$ cat src/rtl/medidor_pkg.sv
// medidor_pkg: shared types and default sizes for the pulse-width meter.
// State encoding is fixed so it can be observed on a debug bus.
package medidor_pkg;

   typedef enum logic [1:0] {
      IDLE        = 2'd0,
      MEDIR       = 2'd1,
      ESPERA_BAJO = 2'd2
   } estado_t;

   localparam int ANCHO_W       = 18;
   localparam int SYNC_DEF      = 2;
   localparam int MIN_ANCHO_DEF = 2;

endpackage

$ cat src/rtl/sincronizador_flanco.sv
// sincronizador_flanco: multi-flop synchroniser for an async input,
// preset to 1 on reset, with registered rise/fall detection.
module sincronizador_flanco
   import medidor_pkg::*;
#(
   parameter int SYNC = SYNC_DEF
) (
   input  logic Clk,
   input  logic Clr_n,
   input  logic Din,
   output logic ms,
   output logic sube,
   output logic baja
);

   logic [SYNC-1:0] sync_q;
   logic [SYNC-1:0] sync_d;
   logic            ms_raw;
   logic            ms_d_q;
   logic            ms_d_d;
   logic            sube_q;
   logic            sube_d;
   logic            baja_q;
   logic            baja_d;

   // ms is the delayed copy so it stays aligned with the registered edges
   always_comb begin
      sync_d = {sync_q[SYNC-2:0], Din};
      ms_raw = sync_q[SYNC-1];
      ms_d_d = ms_raw;
      sube_d = ms_raw & ~ms_d_q;
      baja_d = ~ms_raw & ms_d_q;
   end

   always_ff @(posedge Clk or negedge Clr_n) begin
      if (!Clr_n) begin
         sync_q <= '1;
         ms_d_q <= 1'b1;
         sube_q <= 1'b0;
         baja_q <= 1'b0;
      end else begin
         sync_q <= sync_d;
         ms_d_q <= ms_d_d;
         sube_q <= sube_d;
         baja_q <= baja_d;
      end
   end

   assign ms   = ms_d_q;
   assign sube = sube_q;
   assign baja = baja_q;

endmodule

$ cat src/rtl/medidor_pulso.sv
// medidor_pulso: measures the high time of an async one-shot in Clk
// cycles, strobing Listo on a valid width and Glitch on a short one.
module medidor_pulso
   import medidor_pkg::*;
#(
   parameter int W         = ANCHO_W,
   parameter int SYNC      = SYNC_DEF,
   parameter int MIN_ANCHO = MIN_ANCHO_DEF
) (
   input  logic         Clk,
   input  logic         Clr_n,
   input  logic         Mi,
   input  logic         En,
   output logic [W-1:0] Ancho,
   output logic         Listo,
   output logic         Desborde,
   output logic         Glitch,
   output logic         Ocupado
);

   localparam logic [W-1:0] CNT_MAX = '1;
   localparam logic [W-1:0] CNT_UNO = W'(1);
   localparam logic [W-1:0] CNT_MIN = W'(MIN_ANCHO);

   logic ms;
   logic sube;
   logic baja;

   estado_t      estado_q;
   estado_t      estado_d;
   logic [W-1:0] cnt_q;
   logic [W-1:0] cnt_d;
   logic [W-1:0] ancho_q;
   logic [W-1:0] ancho_d;
   logic         listo_q;
   logic         listo_d;
   logic         desb_q;
   logic         desb_d;
   logic         glitch_q;
   logic         glitch_d;
   logic         ocup_q;
   logic         ocup_d;

   sincronizador_flanco #(
      .SYNC (SYNC)
   ) u_sinc (
      .Clk   (Clk),
      .Clr_n (Clr_n),
      .Din   (Mi),
      .ms    (ms),
      .sube  (sube),
      .baja  (baja)
   );

   always_comb begin
      estado_d = estado_q;
      cnt_d    = cnt_q;
      ancho_d  = ancho_q;
      listo_d  = 1'b0;
      desb_d   = desb_q;
      glitch_d = 1'b0;
      unique case (estado_q)
         IDLE: begin
            if (sube && En) begin
               cnt_d    = CNT_UNO;
               desb_d   = 1'b0;
               estado_d = MEDIR;
            end
         end
         MEDIR: begin
            if (baja) begin
               if (cnt_q >= CNT_MIN) begin
                  ancho_d = cnt_q;
                  listo_d = 1'b1;
               end else begin
                  glitch_d = 1'b1;
               end
               estado_d = IDLE;
            end else if (ms) begin
               // saturate instead of wrapping; report once, then wait low
               if (cnt_q != CNT_MAX) begin
                  cnt_d = cnt_q + CNT_UNO;
               end else begin
                  ancho_d  = CNT_MAX;
                  desb_d   = 1'b1;
                  listo_d  = 1'b1;
                  estado_d = ESPERA_BAJO;
               end
            end
         end
         ESPERA_BAJO: begin
            if (baja) begin
               estado_d = IDLE;
            end
         end
         default: begin
            estado_d = IDLE;
         end
      endcase
      ocup_d = (estado_d != IDLE);
   end

   always_ff @(posedge Clk or negedge Clr_n) begin
      if (!Clr_n) begin
         estado_q <= IDLE;
         cnt_q    <= '0;
         ancho_q  <= '0;
         listo_q  <= 1'b0;
         desb_q   <= 1'b0;
         glitch_q <= 1'b0;
         ocup_q   <= 1'b0;
      end else begin
         estado_q <= estado_d;
         cnt_q    <= cnt_d;
         ancho_q  <= ancho_d;
         listo_q  <= listo_d;
         desb_q   <= desb_d;
         glitch_q <= glitch_d;
         ocup_q   <= ocup_d;
      end
   end

   assign Ancho    = ancho_q;
   assign Listo    = listo_q;
   assign Desborde = desb_q;
   assign Glitch   = glitch_q;
   assign Ocupado  = ocup_q;

endmodule

$ cat config.mk
export PLATFORM = sky130hd
export DESIGN_NAME = medidor_pulso
export DESIGN_NICKNAME = d
export VERILOG_FILES = /design/src/rtl/medidor_pkg.sv /design/src/rtl/sincronizador_flanco.sv /design/src/rtl/medidor_pulso.sv
export SDC_FILE = /design/constraint.sdc
export NUM_CORES = 1
export LEC_CHECK = 0
export CELL_PAD_IN_SITES_DETAIL_PLACEMENT = 0
export CELL_PAD_IN_SITES_GLOBAL_PLACEMENT = 1
export CORE_AREA = 8 8 105 107
export DETAILED_ROUTE_END_ITERATION = 10
export DIE_AREA = 0 0 113 115
export GPL_TIMING_DRIVEN = 0
export MAX_ROUTING_LAYER = met4
export PLACE_DENSITY_LB_ADDON = 0.1
export SETUP_SLACK_MARGIN = 0.2
export SYNTH_ARGS = -nofsm -noshare
export SYNTH_HDL_FRONTEND = slang
export SYNTH_SLANG_ARGS = --single-unit
$ cat constraint.sdc
create_clock -name Clk -period 3.79 [get_ports Clk]
set_input_delay 1.137 -clock Clk [delete_from_list [all_inputs] [get_ports Clk]]
set_output_delay 1.137 -clock Clk [all_outputs]
set_load 0.02 [all_outputs]
==> run summary, run 1 <==
Outcome - finished, final reports clean
Row count - 36
Synth warnings - 0
Hpwl dp - 5.71 mm
Post-synth cell types - 48
Area Overhead vs Synth - 19.2%
RSZ-0062 raised after global routing - false
Setup bufs post-CTS - 0
Total power - 0.00141 W
Core area - 9460 µm²
CP max-delay cell - clkdlybuf4s50_1
First-pass GRT wire length - 12.6 mm
Crit path from - En
Hold Startpoint - u_sinc.sync_q[0]
Port Buffers - 25
Worst setup SP type - input port
Worst slew pin tran - 0.756 ns
Min Tclk post-route - 2.69 ns
RR Endpoint - Ancho[8]
Setup tns final - 0 ns
Antenna Cells - 0
Clk root buf - clkbuf_8
TritonCTS Buffers - 5
Iteration-0 DRC Markers - 114
CP Capture Point - cnt_q[9]
DRC viols - 0
Req. time, crit path - 4.03 ns
Top cells by area, synth - dfrtp_1 (39%), a211oi_1 (10%), nand3b_1 (4.8%), a21oi_1 (4.4%), mux2i_1 (4.2%)
WP buf/inv - 1
Slowest stage delay, CP - 0.48 ns
Relative slew slack - 0.491
Ys async rst share - 1.00
CP Class - in2reg
Post-synth EDFFs - 0
Pin count of the biggest net entering global routing - 30
Grt ovf - 0
Worst R2R Start - cnt_q[0]
Number of max-cap violations - 0
Routed WL - 7.73 mm
FF+latch count, synth - 47
Worst r2r path cells - 7
Post-synth top area share - 0.389
Post-route clock period utilization - 0.710
Die height - 115 µm
Final GP Congestion - 0.787
CTS Hold Bufs - 0
Die area - 13000 µm²
Sequential fraction of the synthesis area - 0.417
Layout Nets - 329
Clock transition at the registers of the reported paths - 0.10 ns
CP delay by family, top - compound AO/OA/AOI/OAI gates
Detail Route Antenna Nets - 0
All-Layer GR Usage - 0.126
Synthesized area - 2830 µm²
CP arrival - 2.93 ns
Worst skew pair latency - 0.31 ns
TritonRoute pass-1 iters - 4
Clock buffer depth - 2
Max H-tree Level - 2
Gate Count Post-Synth - 290
CTS sink cnt - 47
Die Wd - 113 µm
Max Freq - 372 MHz
Hold Path Class - reg2reg
Crit-path max FO - 6
Yosys top cell by area - dfrtp_1
Vias per inst - 5.18
Placed Instance Area - 3240 µm²
Vias in the first global route - 2210
Initial core utilization - 0.299
Predominant post-synthesis flop cell - dfrtp_1
Final number of setup-violating endpoints - 0
Pwr Density - 418 nW/µm²
Hold WS - 0.360 ns
CTS tree - done
Worst setup EP type - flip-flop
Syn_area_per_cell - 9.76 µm²
Final instance area - 3370 µm²
VDD IR-drop max - 154 µV
Pleak - 1.32 nW
Crit path depth - 5
Post_cts resized - 0
DR vias - 2267
Final hold vios - 0
Final Util - 0.357
Wire length per cell - 17.6 µm
Syn Nets - 296
Fraction of layout instances using a drive strength above 1 - 0.120
Final Skew - 0.0104 ns
Initial antenna violation count - 0
I/O Pins - 26
Slew Viols, Final - 0
Crit-path cells - clkdlybuf4s50_1 > and3b_1 > o21ai_0 > a211oi_1 > mux2i_1
R2R Setup Slk - 1.72 ns
==> through the flow <==
stage          setup slack [ns]  instances
2_1_floorplan              1.59        290
3_3_place_gp             0.0199        429
3_5_place_dp              0.769        430
4_1_cts                    1.09        438
5_1_grt                   0.971        438
6_report                   1.10        438
==> logic make-up after synthesis <==
| kind of cell | count (synthesis) | synth area share |
|---|---|---|
| mux | 12 | 0.0425 |
| flops | 47 | 0.417 |
| compound gates | 85 | 0.218 |
| fa+ha+maj | 2 | 0.00884 |
| simple gates | 100 | 0.235 |
| buf+inv | 44 | 0.0783 |
==> synthesized netlist by cell type (all sizes together) (3+ instances only) <==
cell and number:
a211oi 40, a21oi 25, and2 3, and3 4
and4 3, buf 16, clkbuf 6, dfrtp 44
dfstp 3, inv 22, mux2i 12, nand2 19
nand2b 12, nand3 9, nand3b 18, nand4 3
nor2 6, nor2b 3, nor4 9, o21ai 3
o31ai 4, or4 4
==> worst min-delay path by stage <==
stage / endpoint / slack (ns) / cells after the start
4_1_cts: u_sinc.sync_q[1] / 0.36 / 0
3_5_place_dp: u_sinc.sync_q[1] / 0.35 / 0
6_report: u_sinc.sync_q[1] / 0.36 / 0
5_1_grt: u_sinc.sync_q[1] / 0.37 / 0
3_3_place_gp: u_sinc.sync_q[1] / 0.35 / 0
2_1_floorplan: u_sinc.sync_q[1] / 0.35 / 0
==> routing by layer <==
layer | vias up | global-route usage | share of wire
met4 | 0 | 0.0293 | 0.0084
li1 | 1133 | - | -
met3 | 5 | 0.0247 | 0.037
met5 | - | - | 0
met1 | 1095 | 0.166 | 0.50
met2 | 34 | 0.196 | 0.46
==> placed cells by master, fill, tap and decap left out, types with 2 or more instances in the layout <==
cell type / count
dfrtp_1: 44
a211oi_1: 39
a21oi_1: 25
clkdlybuf4s50_1: 24
inv_1: 22
nand2_1: 19
nand3b_1: 18
nand2b_1: 12
mux2i_1: 12
nand3_1: 9
buf_2: 7
clkbuf_1: 6
nor2_1: 6
buf_4: 5
clkbuf_8: 5
buf_6: 4
and3_1: 4
nor4_1: 4
o31ai_1: 4
or4_1: 4
nor2b_1: 3
and4_1: 3
and2_1: 3
nor4_2: 3
dfstp_2: 3
nor4_4: 2
and2b_1: 2
o21ai_0: 2
nor4b_1: 2
nor3_1: 2
o2111a_1: 2
ha_1: 2
bufinv_16: 2
==> power by group <==
part	switching, W	internal [W]	total [W]	leakage, nW
sequential	0.0000494	0.000550	0.000600	0.630
combinational	0.000205	0.000145	0.000351	0.626
clock	0.000196	0.000264	0.000460	0.0644
total	0.000451	0.000959	0.00141	1.32
==> final cells by class <==
cell class	count	area (µm²)
clock inverter	3	67.6
sequential	47	1180
inverter	22	82.6
buffer	22	139
multi-input combinational	199	1430
tap	114	143
clock buffer	5	68.8
fill	986	6090
timing repair buffer	26	265
==> sequential cells by signal (all words and copies together), names as in the netlist <==
name	cells
Ocupado	1
u_sinc.ms	1
Desborde	1
cnt_q	18
Listo	1
u_sinc.sync_q	2
u_sinc.sube	1
u_sinc.baja	1
estado_q	2
Glitch	1
Ancho	18
Note: power is estimated with default switching activity, not from simulation.
==> inputs of run 2 (changes only) <==
Clock period 3.79 ns to 2.25 ns, I/O delays scaled along.
==> run summary, run 2 (synthesis results as in run 1) <==
All-Layer GR Usage - 0.127 (+0.000344)
Final Skew - 0.0110 ns (+0.000654 ns)
Sw frac - 0.319 (-0.000830)
Vias in the first global route - 2216 (+0.27%)
Clk root buf - clkbuf_8
DRC viols - 0 (unchanged)
P_int - 0.00163 W (+70%)
Pre-CTS setup slack - -0.309 ns (-1.08 ns)
Outcome - finished, final reports clean
Slew Viols, Final - 0 (unchanged)
Clock transition at the registers of the reported paths - 0.11 ns (about the same)
CP Class - reg2out
Part of the power in registers - 0.423 (-0.002)
Max Freq - 503 MHz
TritonRoute pass-1 iters - 4 (unchanged)
Commonest non-fill, non-tap cell in the layout - dfrtp_1
Routed WL - 7.75 mm (+0.22%)
Worst setup EP type - primary output
Area Overhead vs Synth - 21.2%
Final number of setup-violating endpoints - 0 (unchanged)
Worst slew pin tran - 0.721 ns (-0.0347 ns)
CP max-delay cell - clkdlybuf4s50_1
Worst setup SP type - flip-flop
Min Tclk post-route - 1.99 ns
CTS sink cnt - 47 (unchanged)
WP buf/inv - 1 (unchanged)
Die Wd - 113 µm (unchanged)
Req. time, crit path - 1.57 ns (-2.46 ns)
TritonCTS Buffers - 5 (unchanged)
Post-route clock period utilization - 0.883
First-pass GRT wire length - 12.6 mm (+0.39%)
Worst skew pair latency - 0.31 ns (about the same)
Relative slew slack - 0.517 (+0.0267)
Pleak - 1.37 nW (+3.4%)
Grt ovf - 0 (unchanged)
Wire length per cell - 17.6 µm (-0.46%)
Gate power share - 0.254 (+0.005)
Crit-path cells - clkdlybuf4s50_1
Commonest cells after routing, fill and taps aside - dfrtp_1 (43), a211oi_1 (38), a21oi_1 (25), inv_1 (22), clkdlybuf4s50_1 (22)
Die area - 13000 µm² (unchanged)
Hold Path Class - in2async
Hpwl dp - 5.71 mm (unchanged)
VDD IR-drop max - 256 µV (+66%)
Clock buffer depth - 2 (unchanged)
Vias per inst - 5.14 (-0.64%)
Sw Pwr - 0.000762 W (+69%)
Crit-path max FO - 3 (-3)
Pin count of the biggest net entering global routing - 30 (unchanged)
Final GP Congestion - 0.787 (unchanged)
Met2 GRT Util - 0.196 (unchanged)
Layout Nets - 332 (+0.91%)
Initial core utilization - 0.299 (unchanged)
Max H-tree Level - 2 (unchanged)
Initial antenna violation count - 0 (unchanged)
Row count - 36 (unchanged)
I/O Pins - 26 (unchanged)
Most used routing layer - met2
Core area - 9460 µm² (unchanged)
Detail Route Antenna Nets - 0 (unchanged)
GR Util met1 - 0.167 (+0.000943)
CP arrival - 1.31 ns (-1.62 ns)
Port Buffers - 25 (unchanged)
Final hold vios - 0 (unchanged)
Iteration-0 DRC Markers - 129 (+13%)
Pwr Density - 697 nW/µm² (+67%)
Hold WS - 0.303 ns (-0.0561 ns)
Clock share of power - 0.323 (-0.003)
DR vias - 2268 (+0.044%)
Fraction of layout instances using a drive strength above 1 - 0.147 (+0.0264)
Setup ws final - 0.263 ns (-0.836 ns)
RSZ-0062 raised after global routing - true
Antenna Cells - 0 (unchanged)
CP delay by family, top - buffers and inverters
Number of max-cap violations - 0 (unchanged)
Met3 global-route usage - 0.0247 (unchanged)
CTS tree - done
Die height - 115 µm (unchanged)
Slowest stage delay, CP - 0.61 ns (+0.13 ns)
[run 2: changes by cell type in the layout (fill, tap and decap cells not counted), sizes merged]
| cell | delta |
|---|---|
| buf | +3 |
| clkdlybuf4s50 | -2 |
| dlymetal6s2s | +2 |
[run 2: metrics by stage]
stage          instance area, µm²  cells   util  power, W  setup TNS (ns)
3_5_place_dp                 3240    430  0.342   0.00163           -3.06
4_1_cts                      3400    440  0.359   0.00241               0
5_1_grt                      3430    441  0.363   0.00252               0
2_1_floorplan                2830    290      -   0.00140               0
6_report                     3430    441  0.363   0.00239               0
3_3_place_gp                 3220    429  0.341   0.00162          -50.78
[run 2: area by class of cell]
type	instances	area, µm²
Buffer	22	144
Clock buffer	5	68.8
Clock inverter	3	67.6
Fill cell	985	6030
Inverter	22	82.6
Multi-Input combinational cell	199	1450
Sequential cell	47	1180
Tap cell	114	143
Timing Repair Buffer	29	293
[run 2: path summary, 6_finish.rpt]
check | startpoint | endpoint | slack [ns] | depth (start not counted)
setup / recovery | Ancho[12] | Ancho[12] | 0.26 | 1
hold / removal | Clr_n | Ancho[16] | 0.30 | 1
setup reg to reg | cnt_q[13] | cnt_q[0] | 0.35 | 5
hold reg to reg | u_sinc.sync_q[0] | u_sinc.sync_q[1] | 0.36 | 0
max in group asynchronous | Clr_n | u_sinc.sync_q[1] | 1.34 | 2
min in group Clk | u_sinc.sync_q[0] | u_sinc.sync_q[1] | 0.36 | 0
[run 2: power by group through the flow]
stage | Clock (W) | Sequential, W | Combinational [W]
after global placement | 0 | 0.00103 | 0.000591
after floorplan | 0 | 0.00107 | 0.000327
after global routing | 0.000824 | 0.00103 | 0.000668
final | 0.000772 | 0.00101 | 0.000606
after detailed placement | 0 | 0.00103 | 0.000597
after CTS | 0.000789 | 0.00101 | 0.000613
[run 2: layer usage]
| metal | part of all wire | up-vias |
|---|---|---|
| li1 | - | 1142 |
| met2 | 0.46 | 33 |
| met5 | 0 | - |
| met4 | 0.0059 | 0 |
| met3 | 0.034 | 4 |
| met1 | 0.50 | 1089 |
[run 2: repair_timing]
| action | in CTS | in global routing |
|---|---|---|
| hold buffers | 0 | 0 |
| pin swaps | 1 | 4 |
| buffers inserted | 2 | 1 |
| setup endpoints to repair | 23 | 32 |
| resized for setup | 4 | 8 |
